File: config.mk
export PLATFORM = sky130hd
export DESIGN_NAME = uart_reg_responder
export DESIGN_NICKNAME = d
export VERILOG_FILES = /design/src/rtl/uart_reg_responder.sv
export SDC_FILE = /design/constraint.sdc
export NUM_CORES = 1
export LEC_CHECK = 0
export BUFFER_PORTS_ARGS = -buffer_cell sky130_fd_sc_hd__buf_2
export CORE_MARGIN = 2
export CORE_UTILIZATION = 40
export CTS_CLUSTER_DIAMETER = 50
export CTS_CLUSTER_SIZE = 30
export DETAILED_ROUTE_END_ITERATION = 6
export SLEW_MARGIN = 20
export SYNTH_ARGS = -nofsm -noshare
export SYNTH_HDL_FRONTEND = slang
export SYNTH_SLANG_ARGS = --single-unit
File: constraint.sdc
create_clock -name clk -period 2.5 [get_ports clk]
set_input_delay 0.375 -clock clk [delete_from_list [all_inputs] [get_ports clk]]
set_output_delay 0.375 -clock clk [all_outputs]
set_load 0.03 [all_outputs]
File: src/rtl/uart_reg_responder.sv
// Command responder between the UART RX/TX FIFOs and a local register bank ('R' addr / 'W' addr data).
// Define UART_RESP_TIMEOUT_EN to drop partial frames after TIMEOUT idle cycles (pulses frame_to).
module uart_reg_responder #(
    parameter int DBIT    = 8,
    parameter int AW      = 4,
    parameter int TIMEOUT = 1000000
) (
    input  logic                      clk,
    input  logic                      reset,
    input  logic                      rx_empty,
    input  logic [DBIT-1:0]           r_data,
    output logic                      rd_uart,
    input  logic                      tx_full,
    output logic [DBIT-1:0]           w_data,
    output logic                      wr_uart,
    output logic [(2**AW)*DBIT-1:0]   regs,
    output logic                      nak,
    output logic                      frame_to
);
    localparam int NREG = 2 ** AW;
    localparam logic [DBIT-1:0] CMD_READ  = DBIT'(8'h52);
    localparam logic [DBIT-1:0] CMD_WRITE = DBIT'(8'h57);
    localparam logic [DBIT-1:0] RESP_ACK  = DBIT'(8'h06);
    localparam logic [DBIT-1:0] RESP_NAK  = DBIT'(8'h15);

    typedef enum logic [2:0] {IDLE, GET_ADDR, GET_DATA, EXEC, SEND} state_t;

    state_t          state_q, state_d;
    logic            is_write_q;
    logic [DBIT-1:0] addr_q;
    logic [DBIT-1:0] data_q;
    logic [DBIT-1:0] w_data_q;
    logic            nak_q;
    logic [DBIT-1:0] reg_q [NREG];
    logic            cmd_ok;
    logic            addr_ok;
    logic            timeout_hit;
    logic [AW-1:0]   reg_idx;

    assign cmd_ok  = (r_data == CMD_READ) || (r_data == CMD_WRITE);
    assign addr_ok = (addr_q >> AW) == '0;
    assign reg_idx = addr_q[AW-1:0];

`ifdef UART_RESP_TIMEOUT_EN
    localparam int CW = $clog2(TIMEOUT + 1);
    logic [CW-1:0] idle_cnt_q;
    logic          in_get;

    assign in_get = (state_q == GET_ADDR) || (state_q == GET_DATA);

    // Counts consecutive starved cycles inside a frame; any pop restarts it.
    always_ff @(posedge clk) begin
        if (reset || rd_uart || !in_get) idle_cnt_q <= '0;
        else                              idle_cnt_q <= idle_cnt_q + CW'(1);
    end

    assign timeout_hit = in_get && rx_empty && (idle_cnt_q == CW'(TIMEOUT - 1));
    assign frame_to    = timeout_hit && !reset;
`else
    assign timeout_hit = 1'b0;
    assign frame_to    = 1'b0;
`endif

    // FIFO handshakes: a byte moves on a clk edge only when the flag permits it
    // (rd_uart implies !rx_empty, wr_uart implies !tx_full); both are combinational.
    always_comb begin
        state_d = state_q;
        rd_uart = 1'b0;
        wr_uart = 1'b0;
        case (state_q)
            IDLE: begin
                if (!rx_empty) begin
                    rd_uart = 1'b1;
                    state_d = cmd_ok ? GET_ADDR : SEND;
                end
            end
            GET_ADDR: begin
                if (!rx_empty) begin
                    rd_uart = 1'b1;
                    state_d = is_write_q ? GET_DATA : EXEC;
                end else if (timeout_hit) begin
                    state_d = IDLE;
                end
            end
            GET_DATA: begin
                if (!rx_empty) begin
                    rd_uart = 1'b1;
                    state_d = EXEC;
                end else if (timeout_hit) begin
                    state_d = IDLE;
                end
            end
            EXEC: state_d = SEND;
            SEND: begin
                if (!tx_full) begin
                    wr_uart = 1'b1;
                    state_d = IDLE;
                end
            end
            default: state_d = IDLE;
        endcase
        if (reset) begin
            rd_uart = 1'b0;
            wr_uart = 1'b0;
        end
    end

    always_ff @(posedge clk) begin
        if (reset) begin
            state_q    <= IDLE;
            is_write_q <= 1'b0;
            addr_q     <= '0;
            data_q     <= '0;
            w_data_q   <= '0;
            nak_q      <= 1'b0;
            for (int i = 0; i < NREG; i++) reg_q[i] <= '0;
        end else begin
            state_q <= state_d;
            nak_q   <= 1'b0;
            case (state_q)
                IDLE: begin
                    if (rd_uart) begin
                        is_write_q <= (r_data == CMD_WRITE);
                        if (!cmd_ok) begin
                            w_data_q <= RESP_NAK;
                            nak_q    <= 1'b1;
                        end
                    end
                end
                GET_ADDR: if (rd_uart) addr_q <= r_data;
                GET_DATA: if (rd_uart) data_q <= r_data;
                EXEC: begin
                    if (!addr_ok) begin
                        w_data_q <= RESP_NAK;
                        nak_q    <= 1'b1;
                    end else if (is_write_q) begin
                        reg_q[reg_idx] <= data_q;
                        w_data_q       <= RESP_ACK;
                    end else begin
                        w_data_q <= reg_q[reg_idx];
                    end
                end
                default: ;
            endcase
        end
    end

    assign w_data = w_data_q;
    assign nak    = nak_q;

    for (genvar gi = 0; gi < NREG; gi++) begin : g_regs
        assign regs[gi*DBIT +: DBIT] = reg_q[gi];
    end

endmodule

## Word level (Yosys, flattened, before mapping)

Memory sizes are Yosys's and may differ from the RTL's. A register that Yosys moved wholly into a read port is not among the register bits.
Index checks and enable logic that the tools add are counted.

- Memory bits (read-only): 0
- Memories: 1
- Word-level logic and storage cells: 64
- Input bits: 12
- Flip-flop bits (word level): 29
- Output and inout port bits: 140
- Latch bits: 0
- Bits in writable memories: 128

- Mux-type cells: 34
- Shift operators: 0
- Reductions and logical operators: 11
- $lt $le $gt $ge: 0
- Divide/modulo/power cells: 0
- Multiply operators: 0
- Bitwise operators: 0
- Add/subtract/negate cells: 0
- Eq/ne operators: 12

Memories:

| name | words | width | rd ports | clocked after Yosys merged registers in | write ports | line | RTL |
|---|---|---|---|---|---|---|---|
| reg_q | 16 | 8 | 17 | 1 | 16 | 34 | `logic [DBIT-1:0] reg_q [NREG];` |

Operator list:

| operator | count |
|---|---|
| $mux W8 | 5 |
| $mux W1 | 18 |
| $eq A8 B7 Y1 const B | 2 |
| $pmux W8 S2 | 1 |
| $mux W3 | 5 |
| $pmux W3 S5 | 1 |
| $mux W4 | 3 |
| $ne A2 B2 Y1 const B | 6 |
| $logic_not A8 Y1 | 1 |
| $reduce_or A8 Y1 | 1 |
| $eq A3 B2 Y1 const B | 2 |
| $reduce_and A2 Y1 | 3 |
| $reduce_and A4 Y1 | 1 |
| $eq A3 B1 Y1 const B | 1 |
| $eq A3 B3 Y1 const B | 1 |
| $logic_not A3 Y1 | 1 |
| $reduce_and A3 Y1 | 1 |
| $reduce_or A3 Y1 | 1 |
| $pmux W1 S2 | 1 |
| $reduce_bool A2 Y1 | 1 |
| $logic_or A1 B1 Y1 | 1 |

## Logic depth before layout (Yosys ltp)

Gate-level depths: netlist of the first run.

- Depth after elaboration: 7
- Gate-level depth with buffers: 7
- Depth with buffers taken out: 4

## Worst setup path before layout of the first run

OpenSTA, ideal clock, no wires.

- Path type: in2out
- Start point: in reset
- End point: out rd_uart
- Path slack: 426 ps
- Required time: 2125 ps
- Stages on the path: 3
- Path buffers: 2
- Data arrival time: 1699 ps
- Cells stage by stage: clkbuf_1 -> clkbuf_1 -> nor4_1

- Longest elaborated chain between the ends: 1

RTL lines:

| what | line | RTL |
|---|---|---|
| from (decl) | 9 | `input logic reset,` |
| $mux W1 | 102 | `if (reset) begin` |
| to (decl) | 12 | `output logic rd_uart,` |

No other way between the ends.

==> run_results.csv, run 1 <==
group,metric,value,unit
yosys,ys_types,45,
routing,drc,0,
sta,setup_viol,0,
finish,drive_above_1_share,34.6,%
yosys,async_flop_share,0,%
clock_tree,cts-root-buf,"clkbuf_16",
pwr,combPwrFrac,6.7,%
global_routing,grt_max_degree,28,
yosys,synth_seq_area_share,61.3,%
yosys,synth_edf_count,128,
setup_path,critPathMaxStageDelay,0.53,ns
setup_path,critPathCaptureType,"flop",
floorplan,start_util,40.8,%
clock_tree,htree_levels,4,
clock_tree,clockBufferDepth,2,
sta,finalWorstSetupSlack,0.280,ns
placed_design,port_buffers,150,
pwr,p_seq_share,50.4,%
finish,fin_nets,722,
global_routing,grt_pass1_wl,30900,um
setup_path,path_buf_inv,0,
setup_path,arrival,2.33,ns
setup_path,crit_family,"simple AND/OR/NAND/NOR gates",
clock_tree,postCtsSetupRepairBufs,0,
setup_path,worstPathRequired,2.61,ns
routing,ant_nets,0,
finish,fill_cells,1643,
clock_tree,hold_buffers,0,
setup_path,crit_path_cell_trace,"nor4bb_1, nand4b_1, nor3_2, or2_2",
finish,area_growth,22.8,%
clock_tree,cts_buffers,17,
floorplan,core_area,0.0180,mm2
sta,slew_violations,0,
floorplan,die_h,140,um
flow_run,cap_violations,0,
pwr,clkPwrFrac,42.9,%
setup_path,crit_path_start_kind,"flop",
floorplan,rows,49,
placed_design,globalplace.congestion,0.859,
clock_tree,clk_pin_slew,0.06,ns
setup_path,critPathKind,"reg2reg",
status,status,"complete, no violations",
pwr,ir_worst_vdd,0.500,mV
sta,period_needed,2.22,ns
routing,wl,20600,um
sta,tightestPinTransition,0.779,ns
placed_design,dp_hpwl,15000,um
yosys,avgSynthCellArea,13.5,um2
sta,finalHoldViolCount,0,
yosys,ys_seq_elements,161,
setup_path,crit_path_top_delay_cell,"dfxtp_1",
routing,drt_iter0_drc,401,
sta,relSlewSlack,48.0,%
yosys,synth_area,0.00735,mm2
global_routing,grt_pass1_vias,5003,
yosys,syn_nets,557,
routing,viasPerCell,5.28,
finish,antenna_cells,0,
worst_hold_path,hold_class,"in2reg",
clock_tree,insertion_delay,0.43,ns
finish,layout_commonest_cell,"buf_2",
clock_tree,cts.sinks,161,
finish,layout_common_cells,"buf_2, and2_1, edfxtp_1",
routing,vias,5024,
placed_design,place_ws,0.334,ns
yosys,yosysWarnings,0,
sta,tns,0,ns
pwr,p_int,4.63,mW
sta,fin_crit_sh,88.8,%
setup_path,crit_fanout,13,
sta,rsz0062_at_grt,"no",
finish,area.sequential,0.00451,mm2
yosys,syn_inst,545,
pwr,switching_share,22.7,%
clock_tree,cts_tree,"yes",
pwr,leakage,3.61,nW
clock_tree,cts_resized,0,
global_routing,track_usage,21.5,%
finish,multi_input_area,0.00266,mm2
routing,first_pass_iters,5,
floorplan,die-area,0.0195,mm2
global_routing,grt_overflow,0,
floorplan,die_w,140,um
floorplan,io_pins,152,
sta,fmaxAchievable,0.450,GHz
pwr,p_switching,1.36,mW
routing,routedWlPerCell,21.6,um
pwr,power_density,663,mW/mm2
sta,clock_skew,0.00737,ns
global_routing,grt_antenna_before_repair,0,
yosys,ys.flop_type,"edfxtp_1",
-- registers in the layout (all words and copies together), names as in the netlist, named ones only --
signal / count
data_q: 8
addr_q: 8
is_write_q: 1
reg_q: 128
state_q: 3
nak: 1
w_data: 8
-- stage by stage --
step | total power [mW] | utilization (%) | std cells | area [um2] | hold WS (ns)
after CTS | 6.00 | 50.1 | 952 | 9030 | 0.162
final | 5.98 | 50.1 | 952 | 9030 | 0.171
after global placement | 3.47 | 46.9 | 920 | 8450 | 0.433
after global routing | 6.17 | 50.1 | 952 | 9030 | 0.173
after floorplan | 3.32 | - | 545 | 7350 | 0.474
after detailed placement | 3.48 | 46.9 | 920 | 8450 | 0.437
-- synthesized netlist by cell type, types with 3 or more instances --
library cell | n | area, um2
clkbuf_1 | 19 | 71.3
edfxtp_1 | 128 | 3840
o21ai_0 | 14 | 70.1
a21o_1 | 4 | 30.0
a211oi_1 | 5 | 37.5
mux4_2 | 21 | 473
nand4_1 | 8 | 50.1
or2_2 | 16 | 100
buf_2 | 4 | 20.0
inv_1 | 6 | 22.5
nand4b_1 | 4 | 35.0
and2_1 | 132 | 826
dfxtp_1 | 33 | 661
nor3_1 | 5 | 25.0
nand2b_1 | 4 | 25.0
nand3b_1 | 17 | 128
nor2_1 | 17 | 63.8
nand2_1 | 19 | 71.3
nor2b_1 | 5 | 31.3
nor3_2 | 4 | 40.0
o22ai_1 | 4 | 25.0
nand3_1 | 8 | 40.0
nor4_1 | 4 | 25.0
mux2i_1 | 29 | 290
a22oi_1 | 4 | 30.0
a311oi_1 | 3 | 26.3
a21oi_1 | 4 | 20.0
-- power by group through the flow --
stage	Clock [mW]	Sequential (mW)	Combinational, mW
CTS	2.58	3.02	0.406
global route	2.72	3.02	0.427
floorplan	0	3.21	0.115
finish	2.57	3.02	0.403
detailed placement	0	3.07	0.405
global placement	0	3.07	0.401
-- worst min-delay path, stage by stage --
cell and delay [ns]:
buf_2 0.10, nand2_1 0.05, nand2_1 0.04
-- layout make-up --
cell class / instances / area share [%]
repair buffers: 176 / 10.8
multi-input cells: 348 / 29.5
flip-flops and latches: 161 / 49.9
well taps: 229 / 3.17
inverters: 6 / 0.250
clock inverters: 12 / 1.57
clock buffers: 20 / 4.84
-- cells by family (layout without fill, tap and decap cells) --
kind of cell | Yosys count | after routing | synth area share [%]
xor+xnor | 1 | 1 | 0.119
other cells | 1 | 1 | 0.0510
compound gates | 42 | 42 | 3.71
flops | 161 | 161 | 61.3
mux | 54 | 54 | 11.4
buf+inv | 36 | 214 | 2.47
simple gates | 250 | 250 | 20.9
-- routing by layer --
metal / vias to the layer above / track usage (%) / part of all wire, %
met1: 2506 / 28.6 / 43
li1: 2326 / - / -
met2: 173 / 35.7 / 49
met5: - / 0 / 0
met4: 0 / 5.11 / 1.6
met3: 19 / 5.54 / 5.9
-- worst paths after layout --
check             slack, ns  depth (start not counted)        from          end
setup / recovery       0.28                          4  state_q[0]  reg_q[0][1]
hold / removal         0.17                          3   r_data[7]    addr_q[7]
setup reg to reg       0.28                          4  state_q[0]  reg_q[0][1]
hold reg to reg        0.45                          1   w_data[3]    w_data[3]
No activity file was read; power rests on OpenSTA's default activity.
==> run 2, diff against run 1 <==
- CELL_PAD_IN_SITES_DETAIL_PLACEMENT: unset -> 0
- CELL_PAD_IN_SITES_GLOBAL_PLACEMENT: unset -> 2
- CORE_UTILIZATION: 40 -> 37
- PLACE_DENSITY_LB_ADDON: unset -> 0.1
- RECOVER_POWER: unset -> 100
- REMOVE_ABC_BUFFERS: unset -> 1
==> run 2 against run 1 <==
  * Clock skew increased by 0.0044 ns
  * Routed wire length is 6.3% higher
  * Hold slack better by 0.0082 ns
  * Via count fell by 0.44%
  * Critical endpoint is now w_data[1]
  * Largest power group unchanged
==> run_results.csv, run 2 (synthesis results as in run 1) <==
group,metric,value,unit
routing,ant_nets,0,
clock_tree,insertion_delay,0.43,ns
setup_path,critPathKind,"reg2reg",
finish,drive_above_1_share,13.3,%
global_routing,grt_pass1_vias,4948,
pwr,ir_worst_vdd,0.480,mV
sta,fin_crit_sh,88.9,%
placed_design,dp_hpwl,15900,um
routing,drt_iter0_drc,408,
finish,regMostFlops,"reg_q",
floorplan,io_pins,152,
placed_design,globalplace.congestion,0.793,
finish,largest_reg_flops,128,
routing,first_pass_iters,4,
global_routing,grt_pass1_wl,31800,um
setup_path,crit_fanout,13,
setup_path,crit_path_start_kind,"flop",
floorplan,die_h,145,um
routing,routedWlPerCell,22.2,um
finish,area_growth,20.6,%
global_routing,grt_overflow,0,
sta,rsz0062_at_grt,"no",
floorplan,die_w,145,um
sta,setup_viol,0,
placed_design,place_ws,0.388,ns
sta,finalWorstSetupSlack,0.278,ns
setup_path,crit_path_cell_trace,"nor2_1, and2_0, a211oi_1, a22o_1",
clock_tree,htree_levels,4,
status,status,"complete, no violations",
sta,slew_violations,0,
finish,fin_util,45.5,%
routing,wl,21900,um
clock_tree,postCtsSetupRepairBufs,0,
sta,relSlewSlack,34.5,%
finish,layout_common_cells,"clkbuf_1, edfxtp_1, and2_1",
routing,viasPerCell,5.06,
finish,antenna_cells,0,
placed_design,port_buffers,150,
setup_path,critPathCaptureType,"flop",
clock_tree,clk_pin_slew,0.06,ns
clock_tree,cts-root-buf,"clkbuf_16",
routing,vias,5002,
clock_tree,cts_buffers,17,
setup_path,worstPathRequired,2.86,ns
pwr,power_density,690,mW/mm2
sta,tightestPinTransition,0.976,ns
sta,fmaxAchievable,0.450,GHz
setup_path,arrival,2.58,ns
finish,layout_commonest_cell,"clkbuf_1",
setup_path,critPathMaxStageDelay,0.88,ns
floorplan,core_area,0.0195,mm2
sta,period_needed,2.22,ns
clock_tree,cts_tree,"yes",
floorplan,die-area,0.0210,mm2
flow_run,cap_violations,0,
worst_hold_path,hold_class,"in2reg",
sta,clock_skew,0.0118,ns
clock_tree,clockBufferDepth,2,
sta,finalHoldViolCount,0,
floorplan,start_util,37.8,%
finish,fin_nets,722,
clock_tree,hold_buffers,0,
pwr,leakage,3.04,nW
floorplan,rows,51,
global_routing,track_usage,20.7,%
setup_path,crit_path_top_delay_cell,"a211oi_1",
clock_tree,cts_resized,0,
clock_tree,cts.sinks,161,
global_routing,grt_antenna_before_repair,0,
routing,drc,0,
global_routing,grt_max_degree,40,
-- run 2: final timing paths --
path	startpoint	endpoint	slack, ns	depth (start not counted)
min reg2reg	w_data[7]	w_data[7]	0.46	1
min	r_data[7]	addr_q[7]	0.18	3
max	state_q[2]	w_data[1]	0.28	4
max reg2reg	state_q[2]	w_data[1]	0.28	4
-- run 2: power by group --
group	internal [mW]	total [mW]	switching, mW
Sequential	2.96	3.02	0.0590
Clock	1.66	2.71	1.05
Combinational	0.0893	0.383	0.293
-- run 2: cell type report --
cell class,count,area (um2)
multi-input combinational,348,2640
sequential,161,4500
inverter,6,22.5
clock buffer,28,604
clock inverter,4,28.8
fill,1854,10600
timing repair buffer,176,727
tap,265,332
-- run 2: layer usage --
| metal | GRT usage (%) | vias up | share of wire [%] |
|---|---|---|---|
| met2 | 32.6 | 139 | 47 |
| met3 | 4.09 | 18 | 4.3 |
| met1 | 29.1 | 2515 | 47 |
| met4 | 6.39 | 0 | 1.6 |
| li1 | - | 2330 | - |
| met5 | 0 | - | 0 |
-- run 2: critical path, delay by kind of cell (launching register included) --
kind            cells  cell delay (ns)
compound gates      2             1.13
flops               1             0.59
simple gates        2             0.42
-- run 2: per-stage QoR --
stage                     total power, mW  setup TNS [ns]  hold slack [ns]  instance area [um2]  instances
after floorplan                      3.31           -1.56            0.444                 7190        515
after global placement               3.48               0            0.430                 8480        956
after detailed placement             3.48               0            0.443                 8480        956
after CTS                            6.16               0            0.164                 9110        988
after global routing                 6.28               0            0.182                 8860        988
final                                6.11               0            0.180                 8860        988
